File: src/rtl/mem_wb_pkg.sv
// Shared encodings for the memory-access / write-back stage:
// write-back select codes, RV32I load/store funct3 codes and the FSM states.
package mem_wb_pkg;

  localparam logic [1:0] WB_MEM  = 2'b00;
  localparam logic [1:0] WB_ALU  = 2'b01;
  localparam logic [1:0] WB_PC4  = 2'b10;
  localparam logic [1:0] WB_ALU2 = 2'b11;

  localparam logic [2:0] F3_B  = 3'b000;
  localparam logic [2:0] F3_H  = 3'b001;
  localparam logic [2:0] F3_W  = 3'b010;
  localparam logic [2:0] F3_BU = 3'b100;
  localparam logic [2:0] F3_HU = 3'b101;

  typedef enum logic {ST_IDLE, ST_WAIT} state_t;

  typedef enum logic [1:0] {SZ_BYTE, SZ_HALF, SZ_WORD} size_t;

  // Unused funct3 encodings (011/110/111) fall through to word accesses.
  function automatic size_t access_size(input logic [2:0] f3);
    case (f3[1:0])
      2'b00:   return SZ_BYTE;
      2'b01:   return SZ_HALF;
      default: return SZ_WORD;
    endcase
  endfunction

endpackage

File: src/rtl/mem_wb_stage_load_extend.sv
// Picks the addressed byte/halfword lane out of a read word and
// sign- or zero-extends it according to the load funct3.
module load_extend
  import mem_wb_pkg::*;
(
  input  logic [31:0] rdata,
  input  logic [1:0]  addr_lo,
  input  logic [2:0]  funct3,
  output logic [31:0] ext
);

  logic [7:0]  byte_lane;
  logic [15:0] half_lane;

  always_comb begin
    byte_lane = rdata[{addr_lo, 3'b000} +: 8];
    half_lane = addr_lo[1] ? rdata[31:16] : rdata[15:0];
    case (funct3)
      F3_B:    ext = {{24{byte_lane[7]}}, byte_lane};
      F3_BU:   ext = {24'b0, byte_lane};
      F3_H:    ext = {{16{half_lane[15]}}, half_lane};
      F3_HU:   ext = {16'b0, half_lane};
      F3_W:    ext = rdata;
      default: ext = rdata;
    endcase
  end

endmodule

File: src/rtl/mem_wb_stage.sv
// Memory-access + write-back stage: issues loads/stores over a req/ready
// handshake, stalls fetch while waiting and selects the register write-back value.
module mem_wb_stage
  import mem_wb_pkg::*;
#(
  parameter int TIMEOUT = 16
) (
  input  logic        clk,
  input  logic        rst,
  input  logic        valid_i,
  input  logic [31:0] ALUOut,
  input  logic [31:0] DataOutReg2,
  input  logic [31:0] PC,
  input  logic [2:0]  funct3,
  input  logic        MemWE,
  input  logic [1:0]  WBSel,
  input  logic        RegWE,
  input  logic [4:0]  rd,
  output logic        dmem_req,
  output logic        dmem_we,
  output logic [31:0] dmem_addr,
  output logic [31:0] dmem_wdata,
  output logic [3:0]  dmem_be,
  input  logic        dmem_ready,
  input  logic [31:0] dmem_rdata,
  output logic        stall_o,
  output logic [31:0] WriteData,
  output logic [4:0]  WriteAddr,
  output logic        we,
  output logic        misalign_o,
  output logic        bus_err_o
);

  localparam int CW = $clog2(TIMEOUT);
  localparam logic [CW-1:0] CNT_LAST = CW'(TIMEOUT - 1);

  state_t        state, state_next;
  logic [CW-1:0] count;
  logic [31:0]   lat_addr, lat_wdata;
  logic [3:0]    lat_be;
  logic [2:0]    lat_funct3;
  logic [4:0]    lat_rd;
  logic          lat_regwe, lat_memwe;

  size_t       size;
  logic        mem_op, misaligned, accept, timeout;
  logic [3:0]  be_calc;
  logic [31:0] wdata_calc, load_value;

  assign size    = access_size(funct3);
  assign mem_op  = valid_i & (MemWE | (WBSel == WB_MEM));
  assign accept  = (state == ST_IDLE) & mem_op & ~misaligned;
  assign timeout = (state == ST_WAIT) & ~dmem_ready & (count == CNT_LAST);

  always_comb begin
    misaligned = 1'b0;
    be_calc    = 4'b1111;
    wdata_calc = DataOutReg2;
    case (size)
      SZ_BYTE: begin
        be_calc    = 4'b0001 << ALUOut[1:0];
        wdata_calc = {4{DataOutReg2[7:0]}};
      end
      SZ_HALF: begin
        misaligned = ALUOut[0];
        be_calc    = 4'b0011 << {ALUOut[1], 1'b0};
        wdata_calc = {2{DataOutReg2[15:0]}};
      end
      default: misaligned = (ALUOut[1:0] != 2'b00);
    endcase
  end

  always_ff @(posedge clk or negedge rst) begin
    if (!rst) state <= ST_IDLE;
    else      state <= state_next;
  end

  always_comb begin
    state_next = state;
    case (state)
      ST_IDLE: if (accept) state_next = ST_WAIT;
      ST_WAIT: if (dmem_ready || timeout) state_next = ST_IDLE;
      default: state_next = ST_IDLE;
    endcase
  end

  // Request fields are captured at accept and held for the whole WAIT phase.
  always_ff @(posedge clk or negedge rst) begin
    if (!rst) begin
      count      <= '0;
      lat_addr   <= '0;
      lat_wdata  <= '0;
      lat_be     <= '0;
      lat_funct3 <= '0;
      lat_rd     <= '0;
      lat_regwe  <= 1'b0;
      lat_memwe  <= 1'b0;
    end else if (accept) begin
      count      <= '0;
      lat_addr   <= ALUOut;
      lat_wdata  <= wdata_calc;
      lat_be     <= be_calc;
      lat_funct3 <= funct3;
      lat_rd     <= rd;
      lat_regwe  <= RegWE;
      lat_memwe  <= MemWE;
    end else if (state == ST_WAIT) begin
      count <= (dmem_ready || timeout) ? '0 : count + 1'b1;
    end
  end

  load_extend u_load_extend (
    .rdata   (dmem_rdata),
    .addr_lo (lat_addr[1:0]),
    .funct3  (lat_funct3),
    .ext     (load_value)
  );

  // Outputs are forced quiet while reset is held, even with valid EX inputs.
  always_comb begin
    stall_o    = 1'b0;
    we         = 1'b0;
    WriteData  = '0;
    WriteAddr  = '0;
    misalign_o = 1'b0;
    bus_err_o  = 1'b0;
    if (rst) begin
      case (state)
        ST_IDLE: begin
          if (mem_op) begin
            misalign_o = misaligned;
            stall_o    = ~misaligned;
          end else if (valid_i) begin
            we        = RegWE & (rd != 5'd0);
            WriteAddr = rd;
            case (WBSel)
              WB_PC4:          WriteData = PC + 32'd4;
              WB_ALU, WB_ALU2: WriteData = ALUOut;
              default:         WriteData = '0;
            endcase
          end
        end
        ST_WAIT: begin
          if (dmem_ready) begin
            if (!lat_memwe && lat_regwe && (lat_rd != 5'd0)) begin
              we        = 1'b1;
              WriteAddr = lat_rd;
              WriteData = load_value;
            end
          end else if (timeout) begin
            bus_err_o = 1'b1;
          end else begin
            stall_o = 1'b1;
          end
        end
        default: ;
      endcase
    end
  end

  assign dmem_req   = (state == ST_WAIT);
  assign dmem_we    = dmem_req & lat_memwe;
  assign dmem_addr  = {lat_addr[31:2], 2'b00};
  assign dmem_wdata = lat_wdata;
  assign dmem_be    = lat_be;

endmodule

File: config.mk
export PLATFORM = sky130hd
export DESIGN_NAME = mem_wb_stage
export DESIGN_NICKNAME = d
export VERILOG_FILES = /design/src/rtl/mem_wb_pkg.sv /design/src/rtl/mem_wb_stage_load_extend.sv /design/src/rtl/mem_wb_stage.sv
export SDC_FILE = /design/constraint.sdc
export NUM_CORES = 1
export LEC_CHECK = 0
export BUFFER_PORTS_ARGS = -buffer_cell sky130_fd_sc_hd__buf_2
export CAP_MARGIN = 0
export CORE_MARGIN = 2
export CORE_UTILIZATION = 25
export DETAILED_ROUTE_END_ITERATION = 8
export MAX_ROUTING_LAYER = met4
export PLACE_DENSITY_LB_ADDON = 0.1
export SYNTH_ARGS = -nofsm -noshare
export SYNTH_HDL_FRONTEND = slang
export SYNTH_SLANG_ARGS = --single-unit
File: constraint.sdc
create_clock -name clk -period 6.05 [get_ports clk]
set_clock_uncertainty 0.2 [all_clocks]
set_input_delay 0.9075 -clock clk [delete_from_list [all_inputs] [get_ports clk]]
set_output_delay 0.9075 -clock clk [all_outputs]
set_load 0.01 [all_outputs]
==> results of run 1 <==
[flip-flops by register name (all words and copies together) (netlist names)]
register    flops
lat_memwe       1
lat_rd          5
lat_regwe       1
dmem_wdata     32
lat_addr       32
lat_funct3      3
count           4
dmem_be         4
dmem_req        1
[through the flow]
step	std cells	utilization	hold WS [ns]	worst slack (ns)	total power, µW
global placement	1140	0.305	0.262	1.81	1530
CTS	1156	0.318	0.256	1.76	2120
finish	1162	0.319	0.258	1.73	2090
floorplan	637	-	0.246	2.73	1280
global route	1162	0.319	0.273	1.44	2230
detailed placement	1140	0.305	0.265	1.76	1530
[cell type report]
| type | count | area [µm²] | area share |
|---|---|---|---|
| inverter | 11 | 41.3 | 0.00553 |
| antenna | 6 | 15.0 | 0.00201 |
| multi-input combinational | 472 | 3350 | 0.448 |
| sequential | 83 | 2080 | 0.278 |
| clock inverter | 7 | 73.8 | 0.00989 |
| tap | 319 | 399 | 0.0535 |
| clock buffer | 9 | 225 | 0.0302 |
| timing repair buffer | 255 | 1290 | 0.172 |
[how the worst max path moves through the flow]
stage	endpoint	startpoint	slack, ns	cells past startpoint
final	WriteData[30]	rst	1.73	7
after global routing	WriteData[22]	rst	1.44	7
after CTS	WriteData[30]	rst	1.76	7
after detailed placement	WriteData[30]	rst	1.76	7
after global placement	WriteData[22]	rst	1.81	7
after floorplan	WriteData[24]	PC[2]	2.73	7
[synth_stat cells, types with 3 or more instances]
| cell | n | area share |
|---|---|---|
| dfrtp_1 | 83 | 0.35 |
| a21oi_1 | 59 | 0.050 |
| o21ai_0 | 52 | 0.044 |
| nand2_1 | 45 | 0.028 |
| buf_4 | 35 | 0.044 |
| mux2_2 | 35 | 0.066 |
| mux2i_1 | 27 | 0.046 |
| nor2_1 | 24 | 0.015 |
| mux2_1 | 19 | 0.036 |
| nand2b_1 | 17 | 0.018 |
| nand3_1 | 17 | 0.014 |
| clkbuf_1 | 15 | 0.0095 |
| buf_2 | 11 | 0.0093 |
| nor3_1 | 11 | 0.0093 |
| xnor2_1 | 11 | 0.016 |
| a22oi_1 | 10 | 0.013 |
| and2_1 | 9 | 0.0095 |
| buf_6 | 9 | 0.017 |
| inv_1 | 9 | 0.0057 |
| a221oi_1 | 8 | 0.012 |
| o21a_1 | 8 | 0.010 |
| o22ai_1 | 7 | 0.0074 |
| o31a_1 | 7 | 0.010 |
| a22o_1 | 6 | 0.0088 |
| nand4_1 | 6 | 0.0063 |
| nor4_1 | 6 | 0.0063 |
| o221ai_1 | 6 | 0.0088 |
| and3_1 | 5 | 0.0053 |
| o21ai_1 | 5 | 0.0042 |
| nor2b_1 | 4 | 0.0042 |
| o211ai_1 | 4 | 0.0051 |
| o22a_1 | 3 | 0.0044 |
| o32a_1 | 3 | 0.0051 |
| or3_1 | 3 | 0.0032 |
| xor2_1 | 3 | 0.0044 |
[worst reg2reg max path, delay by kind of cell, from the launching register on]
kind,cells,cell delay (ns)
and+or+nand+nor,1,0.46
DFF,1,0.91
muxes,1,0.51
buffers and inverters,1,0.77
[metal layers]
layer | GRT usage | up-vias | part of all wire
met5 | - | - | 0
met4 | 0.0480 | 0 | 0.012
met3 | 0.0433 | 13 | 0.068
met2 | 0.287 | 196 | 0.46
met1 | 0.253 | 2689 | 0.46
li1 | - | 2727 | -
[logic make-up after synthesis]
logic type,count (synthesis),share of synthesized area
AOI/OAI and AO/OA,197,0.211
and+or+nand+nor,174,0.169
DFF,83,0.350
muxes,83,0.156
xor gates and xnor gates,14,0.0206
buffers and inverters,82,0.0879
adders and majority gates,2,0.00421
other,1,0.000632
[power groups by stage]
stage                     combinational (µW)  clock, µW  sequential (µW)
after CTS                                709        601              812
after detailed placement                 709          0              821
final                                    699        577              810
after global routing                     771        622              835
after global placement                   713          0              821
after floorplan                          467          0              810
==> results.yml, run 1 <==
clocking:
  htree_num_levels: 3
  clkTransAtPathRegs_ns: 0.08
  clock_sinks: 83
  numCtsBuffers: 9
  cts_hold_buf: 0
  clockBufferDepth: 2
  tritoncts: "done"
  cts_root_buf: "clkbuf_16"
  cts_setup_buffers: 0
  cts-resized-gates: 0
  clk_latency_ns: 0.35
critical_path:
  timing.rr.end: "lat_addr[6]"
  reg2reg_slack_ns: 3.09
  end_kind: "output port"
  cp_slowest_cell: "o31a_1"
  critical_path_class: "primary input to output port"
  cp.required_ns: 4.94
  cpLargestDelayFamily: "compound AO/OA/AOI/OAI gates"
  path_cells: "buf_4 -> nand4b_1 -> a21oi_2 -> o31a_1 -> o21ai_0 -> a221oi_1 -> buf_2"
  cp_max_fo: 25
  crit_buf_inv: 2
  worstPathArrival_ns: 3.22
  slowest_delay_ns: 0.62
  cp-start-kind: "primary input"
  r2r_cells: 3
  rr_startpoint: "dmem_req"
floorplan:
  ioPinCount: 255
  fp-row-count: 56
  dieArea_um2: 25000
  start_util: 0.254
  die_h_um: 158
  dieWidth_um: 158
  core_um2: 23400
power_and_ir_drop:
  p_clk_frac: 0.277
  p_leak_uw: 0.00338
  internal_power_uw: 1300
  netSwitchingFraction: 0.376
  ir_drop_uv: 132
  seqPwrFrac: 0.388
  powerDensity_nw_per_um2: 279
  pwr-share-comb: 0.335
  p_switching_uw: 784
placement:
  dp_hpwl_um: 18500
  gp_congestion: 0.859
  placed_cell_area_um2: 7150
  numPortBuffers: 252
synthesis:
  yosys_warnings: 0
  ys_types: 76
  synth_ff_type: "dfrtp_1"
  synth-edff-count: 0
  postSynthAreaPerCell_um2: 9.34
  syn_area_um2: 5940
  ys_seq_area_frac: 0.350
  ys_ff_latch: 83
  async_flop_share: 1.00
  synth_cells: 636
timing:
  finalSetupViolCount: 0
  tns_ns: 0
  worst_pin_slew_ns: 1.02
  rsz0062_at_grt: "no"
  min_period_over_period: 0.715
  hold_viol: 0
  post-route-min-period_ns: 4.32
  slew_headroom: 0.320
  drv_slew: 0
  fmaxAchievable_ghz: 0.231
global_routing:
  grt.total_usage: 0.188
  grt_pass1_vias: 5530
  grt_pass1_wl_um: 34100
  antenna_found_initial: 6
  gr-total-overflow: 0
  grt_max_degree: 86
finish:
  area.growth.synth_to_final_pct: 25.7
  stdcell_area_um2: 7460
  final_common_cell: "buf_2"
  drive_above_1_share: 0.395
  fill_cells: 2584
  nets: 978
  mostFrequentLayoutCells: "buf_2 (251), dfrtp_1 (83), a21oi_1 (59), o21ai_0 (52), nand2_1 (45)"
status:
  status: "finished clean"
drt:
  dr_total_vias: 5625
  drt_iter0_markers: 390
  finalWirelength_um: 23700
  avgViaCountPerCell: 4.84
  post-route-drc-count: 0
  dr.pass1.iters: 5
  antenna_left: 0
  wl_per_cell_um: 20.4
job:
  cap_violations: 0
min_path:
  hold_class: "primary input to asynchronous set/reset pin"
Note: power is estimated with default switching activity, not from simulation.
==> run 2, diff against run 1 <==
clock period = 3.64 ns   (was 6.05 ns; I/O delays follow)
==> run 2 against run 1 <==
Worst hold slack lost 0.026 ns. Worst setup slack worse by 1.5 ns. Critical path depth increased by 1. Non-clock buffer count up 18. Via count fell by 0.39%. Register-to-register slack worse by 1.6 ns. Final area increased by 2.1%. First-iteration DRC count decreased by 18%. Die area unchanged. Final cell count increased by 1.7%. Largest power group unchanged.
==> results.yml, run 2 (synthesis gave the netlist of run 1 again) <==
clocking:
  cts_setup_buffers: 0
  clockBufferDepth: 2
  numCtsBuffers: 9
  tritoncts: "done"
  clock_sinks: 83
  clkTransAtPathRegs_ns: 0.07
  clk_latency_ns: 0.35
  cts_root_buf: "clkbuf_16"
  cts-resized-gates: 0
  htree_num_levels: 3
critical_path:
  rr_startpoint: "dmem_req"
  cp_slowest_cell: "dlygate4sd3_1"
  cp_max_fo: 14
  critical_path_class: "primary input to output port"
  slowest_delay_ns: 0.52
  crit_buf_inv: 3
  reg2reg_slack_ns: 1.51
  cp-start-kind: "primary input"
  end_kind: "output port"
  cp.required_ns: 2.89
  cpLargestDelayFamily: "compound AO/OA/AOI/OAI gates"
  worstPathArrival_ns: 2.65
  cp-startpoint: "rst"
  path_cells: "dlygate4sd3_1 -> buf_4 -> nand4b_1 -> a21oi_2 -> o31a_1 -> o21ai_0 -> a221oi_1 -> buf_2"
timing:
  min_period_over_period: 0.933
  slew_headroom: 0.534
  drv_slew: 0
  worst_pin_slew_ns: 0.696
  fin_ws_ns: 0.243
  fmaxAchievable_ghz: 0.294
  tns_ns: 0
  rsz0062_at_grt: "no"
  post-route-min-period_ns: 3.40
  finalSetupViolCount: 0
  hold_viol: 0
drt:
  finalWirelength_um: 23400
  drt-met1-wl_um: 11000
  dr_wl_met2_um: 10700
  antenna_left: 0
  wl_per_cell_um: 19.8
  top_layer: "met4"
  dr.pass1.iters: 5
  dr_wl_met3_um: 1410
  drt_iter0_markers: 318
  post-route-drc-count: 0
  dr_total_vias: 5603
  avgViaCountPerCell: 4.74
finish:
  area.growth.synth_to_final_pct: 28.4
  drive_above_1_share: 0.407
  mostFrequentLayoutCells: "buf_2 (251), dfrtp_1 (83), a21oi_1 (59), o21ai_0 (52), nand2_1 (45)"
  final_common_cell: "buf_2"
  nets: 996
power_and_ir_drop:
  ir_drop_uv: 213
  p_leak_uw: 0.00348
  powerDensity_nw_per_um2: 457
global_routing:
  antenna_found_initial: 8
  grt.total_usage: 0.190
  grt_max_degree: 108
  grt_pass1_vias: 5627
  grt_pass1_wl_um: 34300
  gr-total-overflow: 0
min_path:
  hold_class: "primary input to flip-flop"
  hp-start: "ALUOut[10]"
placement:
  dp_hpwl_um: 18500
  numPortBuffers: 252
  dpl_worst_slack_ns: 0.577
  gp_congestion: 0.849
floorplan:
  fp-row-count: 56
  start_util: 0.254
  dieWidth_um: 158
  die_h_um: 158
  core_um2: 23400
  dieArea_um2: 25000
  ioPinCount: 255
status:
  status: "finished clean"
job:
  cap_violations: 0
-- run 2: report_power, final --
group | leakage (µW) | switching (µW) | internal, µW
Sequential | 0.00101 | 165 | 1160
Clock | 0.000149 | 464 | 489
Combinational | 0.00232 | 669 | 537
Total | 0.00348 | 1300 | 2190
-- run 2: worst paths after layout --
path                            endpoint  cells after the start
max reg2reg                  lat_addr[5]                      4
min                         lat_addr[10]                      2
max in group asynchronous   lat_addr[29]                      3
min in group asynchronous  lat_funct3[2]                      2
min reg2reg                   dmem_be[3]                      2
max                        WriteData[24]                      8
-- run 2: stage by stage --
step | power [µW] | utilization | instances | hold slack (ns) | instance area, µm²
2_1_floorplan | 2120 | - | 637 | 0.0504 | 5940
3_3_place_gp | 2560 | 0.311 | 1157 | 0.223 | 7290
3_5_place_dp | 2560 | 0.311 | 1157 | 0.219 | 7290
4_1_cts | 3540 | 0.325 | 1174 | 0.216 | 7600
5_1_grt | 3720 | 0.326 | 1181 | 0.228 | 7620
6_report | 3490 | 0.326 | 1182 | 0.232 | 7620
-- run 2: metal layers --
layer / track usage / vias up
li1: - / 2767
met1: 0.262 / 2631
met2: 0.287 / 190
met3: 0.0372 / 15
met4: 0.0455 / 0
met5: - / -
-- run 2: timing repair --
action,in CTS,in global routing
hold buffers,1,0
endpoints found under the setup margin,0,0
hold endpoints to repair,7,0
-- run 2: cell type report --
type / instances / area [µm²]
fill: 2576 / 15800
multi-input combinational: 472 / 3350
sequential: 83 / 2080
timing repair buffer: 273 / 1440
tap: 319 / 399
clock buffer: 9 / 225
clock inverter: 7 / 78.8
inverter: 11 / 41.3
antenna: 8 / 20.0
==> run 3, diff against run 2 <==
SYNTH_HIERARCHICAL = 1   (was unset)
==> run 3 against run 2 <==
First-iteration DRC count fell by 20%. Die area rose by 0.33%. Total power increased by 7.2%. Worst hold slack lost 0.14 ns. Critical path type unchanged. Highest routed layer unchanged.
==> results.yml, run 3 <==
timing:
  tns_ns: 0
  min_period_over_period: 0.941
  rsz0062_at_grt: "no"
  fin_hold_ws_ns: 0.0900
  drv_slew: 0
  post-route-min-period_ns: 3.43
  worst_pin_slew_ns: 0.811
  hold_viol: 0
  fmaxAchievable_ghz: 0.292
  slew_headroom: 0.455
  finalSetupViolCount: 0
drt:
  wl_per_cell_um: 19.2
  post-route-drc-count: 0
  avgViaCountPerCell: 4.73
  dr_total_vias: 5540
  finalWirelength_um: 22500
  dr.pass1.iters: 4
  drt_iter0_markers: 253
  antenna_left: 0
floorplan:
  core_um2: 23400
  ioPinCount: 255
  dieArea_um2: 25100
  dieWidth_um: 158
  die_h_um: 158
  fp-row-count: 56
  start_util: 0.255
job:
  cap_violations: 0
clocking:
  tritoncts: "done"
  numCtsBuffers: 9
  clockBufferDepth: 2
  clock_sinks: 83
  clk_latency_ns: 0.35
  htree_num_levels: 3
  clkTransAtPathRegs_ns: 0.07
  cts_root_buf: "clkbuf_16"
power_and_ir_drop:
  powerDensity_nw_per_um2: 486
  ir_drop_uv: 246
  pwr-share-comb: 0.395
  p_clk_frac: 0.251
  finalPower_uw: 3740
  netSwitchingFraction: 0.379
  internal_power_uw: 2320
  seqPwrFrac: 0.354
  p_leak_uw: 0.00358
  p_switching_uw: 1420
synthesis:
  synth_most_common_cell: "dfrtp_1"
  postSynthAreaPerCell_um2: 9.41
  async_flop_share: 1.00
  synth-edff-count: 0
  synth_ff_type: "dfrtp_1"
  ys_ff_latch: 83
  synthTopCellsByCount: "dfrtp_1 (83), nand2_1 (65), mux2_2 (53), o21ai_0 (49)"
  synth_area_leaders: "dfrtp_1 (35%), mux2_2 (10%), mux2i_1 (5.0%), buf_4 (4.4%), o21ai_0 (4.1%)"
  yosys.area.top_type_share: 0.349
  yosysTopAreaCell: "dfrtp_1"
  ys_seq_area_frac: 0.349
  synth_cells: 633
  yosys_warnings: 6
  syn_area_um2: 5960
  ys_types: 61
finish:
  finalCoreUtilization: 0.328
  drive_above_1_share: 0.439
  area.growth.synth_to_final_pct: 28.9
  nets: 991
  fill_cells: 2565
  mostFrequentLayoutCells: "buf_2 (251), dfrtp_1 (83), nand2_1 (65), mux2_2 (53), o21ai_0 (49)"
  final_common_cell: "buf_2"
global_routing:
  grt_max_degree: 107
  antenna_found_initial: 2
  grt_pass1_wl_um: 32600
  gr-total-overflow: 0
  grt.total_usage: 0.179
  grt_pass1_vias: 5372
placement:
  numPortBuffers: 252
  dp_hpwl_um: 17800
  gp_congestion: 0.800
critical_path:
  path_cells: "buf_2 -> nand4_4 -> or4_1 -> buf_4 -> nor4_1 -> xnor2_1 -> o21ai_0 -> buf_2"
  end_kind: "output port"
  cp-start-kind: "primary input"
  cp.required_ns: 2.89
  slowest_delay_ns: 0.76
  worstPathArrival_ns: 2.68
  cp_slowest_cell: "or4_1"
  crit_buf_inv: 3
  critical_path_class: "primary input to output port"
  cpLargestDelayFamily: "simple AND/OR/NAND/NOR gates"
  crit_path_frequent_cell: "buf_2"
  cp_max_fo: 7
status:
  status: "finished clean"
min_path:
  hold_class: "primary input to asynchronous set/reset pin"
## run 3: cell count changes after synthesis, sizes merged, moves of 12 or more
cell / change
a22oi: +17
buf: -12
nor2b: +12
a21oi: -32
nand2b: -12
a2bb2oi: +20
clkbuf: +15
nand2: +19
## run 3: layout make-up
class / instances / area [µm²] / area share
diodes: 2 / 5.00 / 0.000651
clock buffers: 9 / 225 / 0.0293
clock inverters: 7 / 81.3 / 0.0106
inverters: 5 / 18.8 / 0.00244
multi-input cells: 472 / 3430 / 0.447
flip-flops and latches: 83 / 2080 / 0.270
well taps: 319 / 399 / 0.0520
repair buffers: 274 / 1440 / 0.188
## run 3: final timing paths
path	depth (start not counted)	to	slack [ns]	start
min reg2reg	2	dmem_wdata[9]	0.27	dmem_wdata[9]
max in group asynchronous	2	count[0]	2.52	rst
min	2	lat_rd[4]	0.09	rst
min in group clk	2	lat_funct3[2]	0.22	funct3[2]
max	8	WriteData[29]	0.21	PC[5]
max reg2reg	4	lat_addr[30]	1.59	dmem_req
## run 3: cells by family after synthesis
| group | Yosys count | synth area share |
|---|---|---|
| AOI/OAI and AO/OA | 173 | 0.213 |
| xor gates and xnor gates | 28 | 0.0412 |
| adders and majority gates | 2 | 0.00420 |
| buffers and inverters | 79 | 0.0773 |
| DFF | 83 | 0.349 |
| muxes | 84 | 0.153 |
| other | 1 | 0.000629 |
| and+or+nand+nor | 183 | 0.162 |
## run 3: metal layers
| layer | vias up | GRT usage | wire length, µm |
|---|---|---|---|
| met5 | - | - | 0 |
| met4 | 0 | 0.0528 | 368 |
| met3 | 21 | 0.0332 | 1430 |
| met2 | 184 | 0.277 | 10400 |
| met1 | 2622 | 0.239 | 10300 |
| li1 | 2713 | - | - |
## run 3: power by group through the flow
| stage | combinational [µW] | clock, µW | sequential [µW] |
|---|---|---|---|
| after floorplan | 987 | 0 | 1350 |
| after global placement | 1500 | 0 | 1340 |
| after detailed placement | 1490 | 0 | 1340 |
| after CTS | 1490 | 982 | 1320 |
| after global routing | 1610 | 1020 | 1360 |
| final | 1480 | 936 | 1320 |
## run 3: worst register-to-register path, cell delays in order, from the launching register on
cell	delay (ns)
dfrtp_1	0.35
buf_4	0.30
or3_4	0.22
buf_12	0.39
mux2_2	0.49
## run 3: metrics by stage
| stage | area, µm² | cells | worst slack (ns) |
|---|---|---|---|
| floorplan | 5960 | 634 | 0.815 |
| global placement | 7360 | 1152 | 0.261 |
| detailed placement | 7360 | 1152 | 0.248 |
| CTS | 7670 | 1169 | 0.0476 |
| global route | 7680 | 1171 | 0.0697 |
| finish | 7680 | 1171 | 0.215 |
## run 3: repair_timing
action                     CTS  global route
setup buffers                0             0
hold buffers                 1             0
gates resized for setup      0             1
hold endpoints to repair     5             0
setup endpoints to repair    0             6
